<file path="src/rtl/addsub_4bit_sequencer.sv">
// Launches registered operands into an external gate-delayed adder/subtractor and samples its result SETTLE_CYCLES edges later.
// Accepts a request only in IDLE; the captured result is held in HOLD until out_ready, so upstream stalls meanwhile.
module addsub_4bit_sequencer #(
  parameter int unsigned SETTLE_CYCLES = 3
) (
  input  logic       clk,
  input  logic       rst_n,
  input  logic       in_valid,
  output logic       in_ready,
  input  logic [3:0] in_a,
  input  logic [3:0] in_b,
  input  logic       in_sel,
  output logic [3:0] au_a,
  output logic [3:0] au_b,
  output logic       au_sel,
  input  logic [3:0] au_s,
  input  logic       au_cout,
  output logic       out_valid,
  input  logic       out_ready,
  output logic [3:0] out_s,
  output logic       out_cout,
  output logic       out_ovf,
  output logic       busy
);

  typedef enum logic [1:0] {
    IDLE   = 2'd0,
    SETTLE = 2'd1,
    HOLD   = 2'd2
  } state_t;

  localparam logic [7:0] SETTLE_M1 = 8'(SETTLE_CYCLES - 1);

  state_t     state_q, state_d;
  logic [7:0] cnt_q, cnt_d;
  logic [3:0] au_a_q, au_a_d;
  logic [3:0] au_b_q, au_b_d;
  logic       au_sel_q, au_sel_d;
  logic [3:0] out_s_q, out_s_d;
  logic       out_cout_q, out_cout_d;
  logic       out_ovf_q, out_ovf_d;
  logic       ovf;

  // Overflow judged from the registered operands, since those are what the unit saw.
  always_comb begin
    if (au_sel_q) begin
      ovf = (au_a_q[3] != au_b_q[3]) && (au_s[3] != au_a_q[3]);
    end else begin
      ovf = (au_a_q[3] == au_b_q[3]) && (au_s[3] != au_a_q[3]);
    end
  end

  always_comb begin
    state_d    = state_q;
    cnt_d      = cnt_q;
    au_a_d     = au_a_q;
    au_b_d     = au_b_q;
    au_sel_d   = au_sel_q;
    out_s_d    = out_s_q;
    out_cout_d = out_cout_q;
    out_ovf_d  = out_ovf_q;
    case (state_q)
      IDLE: begin
        if (in_valid) begin
          au_a_d   = in_a;
          au_b_d   = in_b;
          au_sel_d = in_sel;
          cnt_d    = SETTLE_M1;
          state_d  = SETTLE;
        end
      end
      SETTLE: begin
        if (cnt_q == 8'd0) begin
          out_s_d    = au_s;
          out_cout_d = au_cout;
          out_ovf_d  = ovf;
          state_d    = HOLD;
        end else begin
          cnt_d = cnt_q - 8'd1;
        end
      end
      HOLD: begin
        if (out_ready) begin
          state_d = IDLE;
        end
      end
      default: begin
        state_d = IDLE;
      end
    endcase
  end

  always_ff @(posedge clk or negedge rst_n) begin
    if (!rst_n) begin
      state_q    <= IDLE;
      cnt_q      <= 8'd0;
      au_a_q     <= 4'd0;
      au_b_q     <= 4'd0;
      au_sel_q   <= 1'b0;
      out_s_q    <= 4'd0;
      out_cout_q <= 1'b0;
      out_ovf_q  <= 1'b0;
    end else begin
      state_q    <= state_d;
      cnt_q      <= cnt_d;
      au_a_q     <= au_a_d;
      au_b_q     <= au_b_d;
      au_sel_q   <= au_sel_d;
      out_s_q    <= out_s_d;
      out_cout_q <= out_cout_d;
      out_ovf_q  <= out_ovf_d;
    end
  end

  assign in_ready  = (state_q == IDLE);
  assign out_valid = (state_q == HOLD);
  assign busy      = (state_q != IDLE);
  assign au_a      = au_a_q;
  assign au_b      = au_b_q;
  assign au_sel    = au_sel_q;
  assign out_s     = out_s_q;
  assign out_cout  = out_cout_q;
  assign out_ovf   = out_ovf_q;

endmodule

</file>
<file path="config.mk">
export PLATFORM = sky130hd
export DESIGN_NAME = addsub_4bit_sequencer
export DESIGN_NICKNAME = d
export VERILOG_FILES = /design/src/rtl/addsub_4bit_sequencer.sv
export SDC_FILE = /design/constraint.sdc
export NUM_CORES = 1
export LEC_CHECK = 0
export BUFFER_PORTS_ARGS = -buffer_cell sky130_fd_sc_hd__clkbuf_2
export CAP_MARGIN = 25
export CORE_MARGIN = 2
export CORE_UTILIZATION = 50
export DETAILED_ROUTE_END_ITERATION = 10
export GPL_ROUTABILITY_DRIVEN = 0
export PLACE_DENSITY = 0.78
export SETUP_SLACK_MARGIN = 0.2
export SLEW_MARGIN = 5
export SYNTH_ARGS = -nofsm -noshare
export SYNTH_HDL_FRONTEND = slang
export SYNTH_SLANG_ARGS = --single-unit
</file>
<file path="constraint.sdc">
create_clock -name clk -period 3.9 [get_ports clk]
set_clock_uncertainty 0.2 [all_clocks]
set_input_delay 0.585 -clock clk [delete_from_list [all_inputs] [get_ports clk]]
set_output_delay 0.585 -clock clk [all_outputs]
set_load 0.05 [all_outputs]
</file>
-- Word level (Yosys, flattened, before mapping)
Index checks and enable logic that the tools add are counted.
- bits in registers: 25
- word-level logic and storage cells: 36
- input bits: 18
- output and inout bits: 18
- eq/ne operators: 9
- reductions and logical operators: 10
- $add $sub $neg: 1
- muxes and demuxes: 8
- operators by type and width (kind ; number):
    8-bit 2-to-1 mux ; 2
    8-bit case mux with 2 select lines ; 1
    8-bit logical NOT ; 1
    8-bit by 1-bit subtractor with 8-bit output (second input constant) ; 1
    2-bit 2-to-1 mux ; 3
    2-bit inequality test (second input constant) ; 3
    2-bit case mux with 3 select lines ; 1
    3-bit AND reduction ; 2
    2-bit AND reduction ; 2
    2-bit nonzero test ; 2
    2-bit by 1-bit equality test with 1-bit output (second input constant) ; 1
    2-bit equality test (second input constant) ; 1
    1-bit logical AND ; 2
    2-bit logical NOT ; 1
    1-bit inequality test ; 2
    2-bit by 1-bit inequality test with 1-bit output (second input constant) ; 1
    1-bit equality test ; 1
    1-bit 2-to-1 mux ; 1

-- Longest topological paths before layout
- depth after elaboration: 3
- depth in mapped cells: 7
- mapped depth without buffers: 6

-- Least setup slack after synthesis
Ideal clock, no wire load.
- path kind: register to output
- from: register state_q[0]
- to: output port busy
- arrival: 1612 ps
- slack: 1503 ps
- cell stages (with the launch flop): 3
- path buffers: 0
- data required time: 3115 ps
- path through: dfrtp_1 > nor2_1 > inv_1
- word-level cells in the longest chain between the ends: 1
- RTL lines (what ; line ; RTL):
    start: declaration ; 34 ; state_t state_q, state_d;
    start signal: assignment ; 104 ; state_q <= state_d;
    2-bit nonzero test ; 117 ; assign busy = (state_q != IDLE);
    end: declaration ; 23 ; output logic busy
No other way between the ends.

-- Worst setup path in the final report
- from: register cnt_q[0]
- to: register out_cout_q (netlist: out_cout)
- word-level cells in the longest chain between the ends: 2
- RTL lines (what ; line ; RTL):
    start: declaration ; 35 ; logic [7:0] cnt_q, cnt_d;
    start signal: assignment ; 105 ; cnt_q <= cnt_d;
    8-bit logical NOT ; 73 ; if (cnt_q == 8'd0) begin
    2-bit AND reduction (no line) ; -- ;
    end signal: assignment ; 110 ; out_cout_q <= out_cout_d;
    end: declaration ; 40 ; logic out_cout_q, out_cout_d;
No other way between the ends.
A chain may end at the register's enable or synchronous reset.

==> run summary <==
Crit. End Element: flop
Vias per inst: 5.45
HPWL after detailed placement: 1.98 mm
CTS Sinks: 25
Final TNS setup: 0 ps
Final hold vios: 0
Worst Path Required: 3900 ps
Critical Path Source Type: flop
Total grt overflow: 0
Die H: 52.6 um
Post-synthesis cell type count: 36
WP data arrival: 2150 ps
Post-Syn Nets: 137
Fin. max-slew vios: 0
Dpl ws: 1840 ps
DRC errors left: 0
Share of cells above drive strength 1: 34.0%
Register area share after synthesis: 53.0%
Initial antenna violation count: 0
Least-Margin Pin Slew: 617 ps
PwrDens: 957 nW/um2
Commonest cells after routing, fill and taps aside: clkbuf_2 (35), nand2_1 (33), dfrtp_1 (25)
Post-synthesis register bit count: 25
CTS clk-pin slew, worst paths: 140 ps
Layout area overhead: 18.6%
# hold bufs at CTS: 0
Die footprint: 2760 um2
Synthesized area per cell: 10.1 um2
Final nets: 174
Starting Density: 53.3%
Clock Latency Late Sink: 310 ps
Max FO, Critical Path: 11
Post-Syn Instances: 117
Total number of yosys warnings: 0
Maximum vdd drop: 0.610 mV
WHS: 57.3 ps
H-tree depth: 1
Multi-input gate area: 520 um2
Max Fclk: 0.464 GHz
Gr usage total: 21.9%
Core Rows: 17
Max cap viols: 0
CTS max path bufs: 2
Port buffer count: 35
Fillers: 197
Drt wl/cell: 14.5 um
Final setup vio count: 0
CTS buffer count: 3
Period utilisation layout: 55.2%
CTS tree: done
Drt total wl: 2.63 mm
Post-CTS sizing: 0
Worst setup margin: 1750 ps
Worst hold path type: in -> async
Cell area after synthesis: 1180 um2
Vias in the first global route: 947
FF/Latch Area: 626 um2
Worst slew margin: 58.9%
Worst reg-to-reg setup slack: 1750 ps
Outcome: completed
Post-CTS Setup Inserts: 0
1st-pass router iterations: 4
Most common cell after layout, fill and taps aside: clkbuf_2
Horiz. Die Dim: 52.6 um
CTS root buffer: clkbuf_4
I/O pin count: 36
Core ar.: 2210 um2
RSZ-0062 raised after global routing: false
Initial DRC Count: 18
LEAKAGE: 0.732 nW
Largest net degree at the start of global routing: 26
WS Path Type: reg -> reg
ANT nets after route: 0
Via Count: 986
First-pass GRT wire length: 4.40 mm
N_diodes: 0
Minimum clock period: 2150 ps
==> cell usage after synthesis <==
cell type	count	area share, %
mux2_4	4	5.1
o21ai_1	1	0.42
nand4_1	1	0.53
nor4b_1	1	0.74
dfrtp_1	25	53
and2b_2	1	0.74
nand2b_1	2	1.1
and2_1	1	0.53
mux2_2	1	0.95
inv_1	4	1.3
a31oi_1	1	0.53
nand3_2	1	0.85
clkbuf_1	2	0.64
buf_6	1	0.95
xor2_1	2	1.5
a211oi_1	1	0.64
a21oi_1	3	1.3
nor3_1	2	0.85
a21boi_0	1	0.64
ha_1	2	2.1
xnor2_1	1	0.74
nand3_1	1	0.42
nor3b_1	2	1.3
o211ai_1	2	1.3
or2_2	1	0.53
o21ai_0	4	1.7
nor4_2	1	1.1
o41ai_1	1	0.74
mux2i_1	2	1.7
nor2_1	7	2.2
nand2_1	33	10
and2_2	1	0.64
or4_4	1	0.95
or3b_2	1	0.74
nor2b_1	1	0.53
or3_2	1	0.64
==> logic make-up after synthesis <==
kind of cell	Yosys count	share of synthesized area [%]
AND/OR/NAND/NOR	59	24.8
flip-flops	25	53.0
AO/OA/AOI/OAI	14	7.21
buffers and inverters	7	2.86
multiplexers	7	7.74
XOR/XNOR	3	2.23
adder cells (fa/ha/maj)	2	2.12
==> cell type report <==
type	instances	area share, %
well taps	28	2.50
clock buffers	3	1.61
multi-input cells	85	37.2
clock inverters	1	0.358
flip-flops and latches	25	44.7
repair buffers	35	12.5
inverters	4	1.07
==> critical path: stages, from the launching register on <==
cell,delay [ps]
dfrtp_1,430
inv_1,130
ha_1,170
nor3b_1,390
nand3_2,330
mux2_4,390
==> metrics by stage <==
stage / total power [W] / utilization (%) / instance area, um2 / instances
after floorplan: 0.00105 / - / 1180 / 117
after global placement: 0.00119 / 62.0 / 1370 / 177
after detailed placement: 0.00123 / 62.0 / 1370 / 177
after CTS: 0.00134 / 63.2 / 1400 / 181
after global routing: 0.00143 / 63.2 / 1400 / 181
final: 0.00134 / 63.2 / 1400 / 181
==> state kept, by name (all words and copies together) (netlist names) <==
name      cells
au_a          4
out_s         4
cnt_q         8
state_q       2
out_cout      1
au_sel        1
out_ovf       1
au_b          4
==> where the power goes <==
part	internal, W	total [W]	switching (W)
combinational	0.000224	0.000733	0.000510
clock	0.0000382	0.000112	0.0000742
sequential	0.000380	0.000493	0.000113
==> metal layers <==
layer | part of all wire (%) | vias up | track usage, %
met1 | 43 | 477 | 26.7
met4 | 0.95 | 0 | 7.26
met3 | 5.3 | 4 | 2.86
li1 | - | 465 | -
met5 | 0 | - | 0
met2 | 51 | 40 | 39.6
==> worst paths after layout <==
path | start | end | cells after the start
hold / removal | rst_n | out_ovf | 1
setup reg to reg | cnt_q[0] | out_cout | 5
max in group asynchronous | rst_n | out_s[0] | 1
hold reg to reg | au_b[1] | au_b[1] | 2
setup / recovery | cnt_q[0] | out_cout | 5
min in group clk | out_ready | state_q[1] | 2
Note: power is estimated with default switching activity, not from simulation.
